File: src/rtl/ncl_sync_tx_bridge.sv
// Clocked valid/ready stream to dual-rail NCL wavefront bridge.
// Optional watchdog enabled by defining NCL_TIMEOUT_EN.
module ncl_sync_tx_bridge #(
  parameter int WIDTH       = 8,
  parameter int DEPTH       = 4,
  parameter int SYNC_STAGES = 2,
  parameter int TIMEOUT     = 1024
) (
  input  logic                   clk,
  input  logic                   rst_n,
  input  logic                   in_valid,
  output logic                   in_ready,
  input  logic [WIDTH-1:0]       in_data,
  output logic [WIDTH-1:0]       y_t,
  output logic [WIDTH-1:0]       y_f,
  input  logic                   ki,
  output logic                   busy,
  output logic [$clog2(DEPTH):0] fifo_count,
  output logic                   err
);

  localparam int AW = $clog2(DEPTH);

  if (WIDTH < 1) begin : g_bad_width
    $error("WIDTH must be >= 1");
  end
  if (DEPTH < 2 || (DEPTH & (DEPTH - 1)) != 0) begin : g_bad_depth
    $error("DEPTH must be a power of two >= 2");
  end
  if (SYNC_STAGES < 2) begin : g_bad_sync
    $error("SYNC_STAGES must be >= 2");
  end
  if (TIMEOUT < 1) begin : g_bad_timeout
    $error("TIMEOUT must be >= 1");
  end

  typedef enum logic [1:0] {
    S_IDLE,
    S_DATA,
    S_NULL
  } state_t;

  state_t                 r_state;
  logic [WIDTH-1:0]       r_mem [DEPTH];
  logic [AW:0]            r_wptr;
  logic [AW:0]            r_rptr;
  logic [SYNC_STAGES-1:0] r_ki_sync;

  logic             w_ki_s;
  logic             w_full;
  logic             w_empty;
  logic             w_push;
  logic             w_pop;
  logic             w_start;
  logic             w_done;
  logic [WIDTH-1:0] w_head;

  assign w_ki_s  = r_ki_sync[SYNC_STAGES-1];
  assign w_empty = (r_wptr == r_rptr);
  assign w_full  = (r_wptr[AW] != r_rptr[AW]) &&
                   (r_wptr[AW-1:0] == r_rptr[AW-1:0]);
  assign w_push  = in_valid & ~w_full;
  assign w_head  = r_mem[r_rptr[AW-1:0]];
  assign w_start = (r_state == S_IDLE) & ~w_empty & w_ki_s;
  assign w_pop   = (r_state == S_DATA) & ~w_ki_s;
  assign w_done  = (r_state == S_NULL) & w_ki_s;

  assign in_ready   = ~w_full;
  assign fifo_count = r_wptr - r_rptr;
  assign busy       = (r_state != S_IDLE) | ~w_empty;

  always_ff @(posedge clk or negedge rst_n) begin
    if (!rst_n) begin
      r_ki_sync <= '0;
    end else begin
      r_ki_sync <= {r_ki_sync[SYNC_STAGES-2:0], ki};
    end
  end

  always_ff @(posedge clk) begin
    if (w_push) begin
      r_mem[r_wptr[AW-1:0]] <= in_data;
    end
  end

  always_ff @(posedge clk or negedge rst_n) begin
    if (!rst_n) begin
      r_wptr <= '0;
    end else if (w_push) begin
      r_wptr <= r_wptr + (AW+1)'(1);
    end
  end

  // Rails only ever move NULL->DATA or DATA->NULL.
  always_ff @(posedge clk or negedge rst_n) begin
    if (!rst_n) begin
      r_state <= S_IDLE;
      y_t     <= '0;
      y_f     <= '0;
      r_rptr  <= '0;
    end else begin
      unique case (r_state)
        S_IDLE: begin
          if (w_start) begin
            y_t     <= w_head;
            y_f     <= ~w_head;
            r_state <= S_DATA;
          end
        end
        S_DATA: begin
          if (w_pop) begin
            y_t     <= '0;
            y_f     <= '0;
            r_rptr  <= r_rptr + (AW+1)'(1);
            r_state <= S_NULL;
          end
        end
        S_NULL: begin
          if (w_done) begin
            r_state <= S_IDLE;
          end
        end
        default: r_state <= S_IDLE;
      endcase
    end
  end

`ifdef NCL_TIMEOUT_EN
  localparam int TW = $clog2(TIMEOUT + 1);

  logic [TW-1:0] r_wd_cnt;
  logic          r_err;
  logic          w_chg;
  logic          w_wait;

  assign w_chg  = w_start | w_pop | w_done;
  assign w_wait = (r_state == S_DATA) | (r_state == S_NULL);
  assign err    = r_err;

  always_ff @(posedge clk or negedge rst_n) begin
    if (!rst_n) begin
      r_wd_cnt <= '0;
      r_err    <= 1'b0;
    end else if (w_chg) begin
      r_wd_cnt <= '0;
    end else if (w_wait && r_wd_cnt != TW'(TIMEOUT)) begin
      r_wd_cnt <= r_wd_cnt + TW'(1);
      if (r_wd_cnt == TW'(TIMEOUT - 1)) begin
        r_err <= 1'b1;
      end
    end
  end
`else
  assign err = 1'b0;
`endif

endmodule
File: config.mk
export PLATFORM = sky130hd
export DESIGN_NAME = ncl_sync_tx_bridge
export DESIGN_NICKNAME = d
export VERILOG_FILES = /design/src/rtl/ncl_sync_tx_bridge.sv
export SDC_FILE = /design/constraint.sdc
export NUM_CORES = 1
export LEC_CHECK = 0
export ABC_AREA = 1
export BUFFER_PORTS_ARGS = -buffer_cell sky130_fd_sc_hd__clkbuf_2
export CORE_MARGIN = 1
export CORE_UTILIZATION = 45
export DETAILED_ROUTE_END_ITERATION = 8
export GPL_TIMING_DRIVEN = 0
export PLACE_DENSITY = 0.68
export SLEW_MARGIN = 20
export SYNTH_ARGS = -nofsm -noshare
export SYNTH_HDL_FRONTEND = slang
export SYNTH_SLANG_ARGS = --single-unit
export TNS_END_PERCENT = 100
File: constraint.sdc
create_clock -name clk -period 2.8 [get_ports clk]
set_clock_uncertainty 0.15 [all_clocks]
set_input_delay 0.28 -clock clk [delete_from_list [all_inputs] [get_ports clk]]
set_output_delay 0.28 -clock clk [all_outputs]
set_load 0.01 [all_outputs]
# --- Yosys cells after proc, flatten, opt, wreduce, memory -nomap -nowiden ---
# Memory sizes are Yosys's and may differ from the RTL's.
# Cells that the tools add are included.
classes:
  addsub: 3
  n_eq_ne: 8
  mux: 11
  bitwise_logic: 10
  n_reduce_logical: 7
ops:
  columns: ["cell", "n"]
  rows:
  - ["$pmux 8 s2", 2]
  - ["$mux 8", 3]
  - ["$not 8->8", 1]
  - ["$add 3x1->3 const B", 2]
  - ["$mux 2", 3]
  - ["$ne 2x2->1 const B", 3]
  - ["$pmux 2 s3", 1]
  - ["$reduce_and 3->1", 2]
  - ["$and 1x1->1", 5]
  - ["$reduce_bool 2->1", 2]
  - ["$eq 3x3->1", 1]
  - ["$not 1->1", 3]
  - ["$sub 3x3->3", 1]
  - ["$eq 2x1->1 const B", 1]
  - ["$eq 2x2->1", 1]
  - ["$eq 2x2->1 const B", 1]
  - ["$logic_not 2->1", 1]
  - ["$mux 1", 2]
  - ["$reduce_and 2->1", 1]
  - ["$logic_and 1x1->1", 1]
  - ["$ne 1x1->1", 1]
  - ["$or 1x1->1", 1]
totals:
  regBits: 26
  ramBits: 32
  input_bits: 12
  out_inout_bits: 22
  word_cells: 46
  n_memories: 1
mem_list:
  columns: ["memory", "words", "word_bits", "rd", "rd_ports_with_merged_regs", "wr", "line", "source"]
  rows:
  - ["r_mem", 4, 8, 1, 0, 1, "44", "logic [WIDTH-1:0] r_mem [DEPTH];"]

# --- Logic depth before layout (Yosys ltp) ---
# Gate-level depths: netlist (run 1).
logic_depth:
  ltp_word: 6
  depth_mapped: 12
  mapped_depth_nobuf: 9

# --- Least setup slack after synthesis (run 1) ---
# OpenSTA, ideal clock, no wires.
synth_path:
  kind: "register to register"
  startpoint: "reg r_rptr[1]"
  endpoint: "mem r_mem[0][0], enable pin"
  setup_ns: 0.371
  arrival_time_ns: 1.899
  required_time_ns: 2.279
  slack_ns: 0.381
  stages_incl_launch_ff: 10
  path_buffers: 2
  synth_period_minus_slack_ns: 2.419
  path_cell_list: "dfrtp_1 buf_2 inv_2 buf_2 ha_1 nand2_1 inv_1 nand3_1 nand2_2 nor2_1"
synth_between:
  elab_chain_len: 6
synth_lines:
  columns: ["element", "line", "source"]
  rows:
  - ["start, declared", "46", "logic [AW:0] r_rptr;"]
  - ["start signal, assigned", "114", "r_rptr <= r_rptr + (AW+1)'(1);"]
  - ["$eq 2x2->1", "61", "(r_wptr[AW-1:0] == r_rptr[AW-1:0]);"]
  - ["$logic_and 1x1->1", "60", "assign w_full = (r_wptr[AW] != r_rptr[AW]) &&"]
  - ["$not 1->1", null, null]
  - ["via in_ready", "12", "output logic in_ready,"]
  - ["$and 1x1->1", "62", "assign w_push = in_valid & ~w_full;"]
  - ["$mux 1", "81", "if (w_push) begin"]
  - ["$mux 1 (not written as such)", "82", "r_mem[r_wptr[AW-1:0]] <= in_data;"]
  - ["end, declared", "44", null]
# The timed path passes the listed nets, and every way through them passes these cells.

# --- Final worst setup path (run 1) ---
layout_path:
  startpoint: "reg r_rptr[1]"
  endpoint: "mem r_mem[0][1], enable pin"
layout_between:
  elab_chain_len: 6
layout_lines:
  columns: ["element", "line"]
  rows:
  - ["$eq 2x2->1", "61"]
  - ["$logic_and 1x1->1", "60"]
  - ["$not 1->1", "62"]
  - ["$and 1x1->1", "62"]
  - ["$mux 1", "81"]
  - ["$mux 1 (not written as such)", "82"]
# Every way passes these cells.

==> results of run 1 <==
==> where the power goes <==
| part | internal, mW | total [mW] | switching, mW |
|---|---|---|---|
| clock | 0.616 | 0.956 | 0.340 |
| sequential | 1.19 | 1.33 | 0.146 |
| combinational | 0.748 | 2.03 | 1.28 |
==> flip-flops by register name (all words and copies together), names as in the netlist <==
name,flops
r_wptr,3
r_rptr,3
r_mem,32
y_f,8
r_ki_sync,2
r_state,2
y_t,8
==> logic make-up (layout without fill, tap and decap cells) <==
family | count (synthesis) | after routing | share of synthesized area
compound gates | 2 | 2 | 0.003551
fa+ha+maj | 8 | 8 | 0.03820
xor+xnor | 5 | 5 | 0.01555
buf+inv | 46 | 105 | 0.07419
other cells | 1 | 1 | 0.001331
simple gates | 195 | 195 | 0.2950
flops | 58 | 58 | 0.5722
==> repair_timing <==
| action | CTS | global route |
|---|---|---|
| hold buffers | 7 | 0 |
| resized for setup | 4 | 4 |
| setup buffers | 0 | 4 |
| endpoints found under the hold margin | 46 | 0 |
| pin swaps | 0 | 4 |
| endpoints found under the setup margin | 32 | 32 |
==> worst max-delay path, delay by kind of cell (launching register included) <==
family / cells / cell delay [ps]
simple gates: 4 / 640
flops: 1 / 420
buf+inv: 5 / 900
fa+ha+maj: 1 / 280
==> layout make-up <==
cell class              instances  share of cell area
flip-flops and latches         58              0.4602
multi-input cells             211              0.2930
repair buffers                 43             0.08860
clock buffers                  10             0.03930
inverters                      32             0.03430
clock inverters                 6             0.03251
well taps                      75             0.02680
plain buffers                  14             0.02537
==> cells in the final DEF (no fill, tap or decap) <==
master	n
buf_6	1
dlygate4sd3_1	7
o21ai_0	1
buf_12	4
nand2_4	2
nand4_1	1
edfxtp_1	32
buf_2	8
nand3_1	44
inv_2	3
inv_1	29
conb_1	1
ha_1	7
clkbuf_8	10
dfrtp_1	26
bufinv_16	3
nand2_2	5
nand2_1	120
fa_1	1
nor2_4	5
a21oi_1	1
xor2_1	3
clkinvlp_4	2
clkbuf_2	32
buf_4	5
nor2_1	17
clkinv_4	1
nor3_2	1
xnor2_1	2
==> layer usage <==
metal  global-route usage  up-vias
met4              0.06429        0
met5                    0        -
met1               0.2809     1027
met2               0.3235       68
li1                     -     1100
met3              0.06966        6
==> path summary, 6_finish.rpt <==
check,endpoint,startpoint,slack [ps],depth (start not counted)
max,r_mem[0][1],r_rptr[1],110,10
min,r_mem[2][2],in_data[2],10,1
max reg2reg,r_mem[0][1],r_rptr[1],110,10
min reg2reg,r_ki_sync[1],r_ki_sync[0],210,0
max in group asynchronous,y_t[3],rst_n,1710,2
min in group asynchronous,r_wptr[0],rst_n,350,2
==> flow_metrics.tcl, run 1 <==
set metrics [dict create \
    status "finished clean" \
    dr_wl_met2_mm 3.092 \
    start_util 0.4701 \
    placed_cells 422 \
    diodes 0 \
    setup_viol 0 \
    hold_path_class "input port to flop" \
    clock-sinks 58 \
    synth_cells 315 \
    worst-path-max-fanout 10 \
    design_area_um2 3502 \
    dp_hpwl_mm 4.103 \
    wl_per_cell_um 14.16 \
    yosysTopAreaCell "edfxtp_1" \
    cts_tree "built" \
    vdd_drop_max_mv 0.6899 \
    die_x_um 81.11 \
    wl_met1_mm 2.781 \
    rsz0062_at_grt "no" \
    grt_max_degree 27 \
    clkLatencyLatePin_ps 340 \
    gr-usage-all-layers 0.2104 \
    core.rowCount 28 \
    area_growth_pct 24.34 \
    power.density_nw_per_um2 1234 \
    clock-root-buffer "clkbuf_8" \
    finalNonFillerCells 449 \
    antenna_found_initial 0 \
    async_flop_share 0.4483 \
    wl_met3_um 429 \
    clk_pin_slew_ps 70 \
    crit_slowest_cell "dfrtp_1" \
    hold_violations 0 \
    nFillCells 529 \
    drc 0 \
    core_area_um2 5991 \
    layout_setup_ws_ps 111.3 \
    synth_most_common_cell "nand2_1" \
    max_freq_mhz 371.9 \
    hold_slack_ps 13.25 \
    multi_input_area_um2 1026 \
    grt_pass1_wl_mm 9.880 \
    pre_cts_ws_ps -301.1 \
    clock_path_buffers 2 \
    ys_seq_area_frac 0.5722 \
    timing.setup.tns_ps 0 \
    die_area_um2 6579 \
    ys_ff_latch 58 \
    worstSetupStartpointType "flop" \
    fin_util 0.5846 \
    portBuffers 32 \
    nets 389 \
    crit_top_cell "buf_2" \
    dr.first_iter.drc_count 210 \
    grt_pass1_vias 2044 \
    p_leak_nw 1.744 \
    synth.area.top_cells "edfxtp_1, dfrtp_1, nand2_1" \
    slew_violations 0 \
    top_layer_used "met4" \
    place_area_um2 3070 \
    syn_area_um2 2816 \
    drt-total-wl_mm 6.357 \
    crit_chain "buf_2, inv_2, buf_2, ha_1, nand2_1, inv_1, nand3_1, nand2_2, nor2_4, buf_12" \
    first_pass_iters 4 \
    yosys_most_used_dff "edfxtp_1" \
    yosys-top-cells-count "nand2_1, nand3_1, edfxtp_1" \
    yosys_warnings 0 \
    drv_cap 0 \
    netlist.area_leader.share 0.3412 \
    io_pins 34 \
    worst_slew_pin_slew_ps 665.1 \
    crit_path_end_kind "flop" \
    vias 2201 \
    period_share 0.9602 \
    yosysUniqueCellTypes 22 \
    drive_gt1_frac 0.2193 \
    post-route-min-period_ps 2689 \
    cp.arrival_ps 2590 \
    synth_edf_count 32 \
    power_mw 4.320 \
    synth.net_count 335 \
    final-seq-area_um2 1612 \
    cts_buffers 9 \
    criticalPathCategory "flop to flop" \
    max_stage_delay_ps 420 \
    postRouteAntennaNets 0 \
    gr-total-overflow 0 \
    timing.slew.headroom 0.5566 \
    syn_avg_cell_area_um2 8.941 \
    htree_levels 3 \
    cp.required_ps 2700 \
    die_y_um 81.11 \
    gp_congestion 0.7983 \
    via_per_inst 4.902 \
]
Power figures use the tool's default switching activity.
==> inputs of run 2 (changes only) <==
Settings changed: RECOVER_POWER from default to 100.
Clock period 2.8 ns to 3 ns, I/O delays scaled along.
==> run 2 against run 1 <==
  * Largest cell class unchanged
  * Combinational power fell by 16%
  * Sequential share of layout area rose by 3.0 points
  * Setup slack improved by 18 ps
  * Hold slack improved by 48 ps
==> flow_metrics.tcl, run 2 (synthesis gave the netlist of run 1 again) <==
set metrics [dict create \
    cp.required_ps 2830 \
    power.density_nw_per_um2 1167 \
    nets 380 \
    regToRegStartpoint "r_rptr[1]" \
    vias 2150 \
    drt-total-wl_mm 6.143 \
    core.rowCount 28 \
    timing.slew.headroom 0.02999 \
    portBuffers 32 \
    switching_power_mw 1.598 \
    pre_cts_ws_ps -101.1 \
    die_x_um 81.11 \
    r2r_cells 9 \
    dp_hpwl_mm 4.103 \
    wl_per_cell_um 13.96 \
    max_freq_mhz 348.4 \
    core_area_um2 5991 \
    postRouteAntennaNets 0 \
    period_share 0.9568 \
    crit_path_end_kind "flop" \
    cp-endpoint "r_mem[0][1]" \
    worstReg2RegEnd "r_mem[0][1]" \
    drv_cap 0 \
    clock_path_buffers 2 \
    criticalPathCategory "flop to flop" \
    grt_pass1_vias 2038 \
    die_y_um 81.11 \
    diodes 0 \
    htree_levels 3 \
    timing.setup.tns_ps 0 \
    gr-usage-all-layers 0.2101 \
    clock-sinks 58 \
    ff2ff_setup_slack_ps 130 \
    p_comb_frac 0.444 \
    grt_pass1_wl_mm 9.867 \
    cts_tree "built" \
    gr-total-overflow 0 \
    min_path_cells 1 \
    grt_max_degree 27 \
    clkLatencyLatePin_ps 340 \
    clk_pin_slew_ps 70 \
    worstSetupStartpointType "flop" \
    area_growth_pct 16.84 \
    slew_violations 0 \
    die_area_um2 6579 \
    io_pins 34 \
    pwr-share-seq 0.324 \
    drive_gt1_frac 0.1178 \
    first_pass_iters 4 \
    final_cell_mix "nand2_1, nand3_1, clkbuf_1, edfxtp_1, inv_1" \
    post-route-min-period_ps 2870 \
    layout_setup_ws_ps 129.6 \
    cp.arrival_ps 2700 \
    cts_buffers 9 \
    worst_slew_pin_slew_ps 1455 \
    antenna_found_initial 0 \
    drc 0 \
    vdd_drop_max_mv 0.6382 \
    worst-path-max-fanout 10 \
    rsz0062_at_grt "yes" \
    largest_reg_flops 32 \
    intPower_mw 2.241 \
    via_per_inst 4.886 \
    clock-root-buffer "clkbuf_8" \
    hold_violations 0 \
    crit_start "r_rptr[1]" \
    gp_congestion 0.7983 \
    clkPwrFrac 0.233 \
    p_leak_nw 1.586 \
    status "finished clean" \
    setup_viol 0 \
    hold_path_class "input port to flop" \
    dr.first_iter.drc_count 141 \
    final_common_cell "nand2_1" \
    swShare 0.4163 \
    hold_slack_ps 61.32 \
    start_util 0.4701 \
]
## run 2: cell count changes in the layout (fill, tap and decap cells not counted)
cell and change:
clkbuf_1 +32, clkbuf_2 -28, dlygate4sd3_1 -5, buf_12 -4, nor2_4 -4, nor2_2 +3
buf_2 -2, nand2_1 +2, buf_4 -1, buf_6 -1, nand2_2 -1, nand2_4 -1
nor2_1 +1
## run 2: area by class of cell
type	instances	area, µm²
plain buffers	14	75.07
clock buffers	10	137.6
clock inverters	6	113.9
fillers	578	2700
inverters	32	120.1
multi-input cells	211	993.5
flip-flops and latches	58	1612
well taps	75	93.84
repair buffers	34	145.1
## run 2: repair_timing
| action | 4_1_cts | 5_1_grt |
|---|---|---|
| setup buffers | 0 | 0 |
| hold buffers | 2 | 0 |
| endpoints found under the setup margin | 32 | 32 |
| gates resized for setup | 0 | 5 |
| endpoints found under the hold margin | 27 | 0 |
## run 2: worst min path at each step
stage                       from  slack, ps      endpoint
floorplan                  rst_n       -150  r_ki_sync[0]
global placement    r_ki_sync[0]        200  r_ki_sync[1]
detailed placement  r_ki_sync[0]        200  r_ki_sync[1]
CTS                   in_data[4]         10   r_mem[0][4]
global route          in_data[0]         70   r_mem[1][0]
finish                in_data[0]         60   r_mem[1][0]
## run 2: per-layer routing
metal  GRT usage  part of all wire  vias to the layer above
li1            -                 -                     1084
met1      0.2801              0.48                     1003
met2      0.3235              0.46                       57
met3     0.06966             0.055                        6
met4     0.06429            0.0086                        0
met5           0                 0                        -
## run 2: critical path: stages (launching register included)
cell     delay (ps)
dfrtp_1         410
buf_2           200
inv_2           200
buf_2           300
ha_1            280
nand2_1          70
inv_1            70
nand3_1         160
nand2_2         170
nor2_2          480
## run 2: metrics by stage
stage | cells | instance area, µm² | util | power [mW]
2_1_floorplan | 315 | 2816 | - | 2.471
3_3_place_gp | 422 | 3070 | 0.5125 | 2.974
3_5_place_dp | 422 | 3070 | 0.5125 | 3.019
4_1_cts | 440 | 3342 | 0.5579 | 3.919
5_1_grt | 440 | 3291 | 0.5493 | 4.147
6_report | 440 | 3291 | 0.5493 | 3.839
## run 2: power groups by stage
stage	combinational [mW]	sequential [mW]	clock, mW
2_1_floorplan	1.19	1.28	0
3_3_place_gp	1.72	1.25	0
3_5_place_dp	1.76	1.26	0
4_1_cts	1.77	1.25	0.907
5_1_grt	1.93	1.27	0.945
6_report	1.70	1.24	0.893
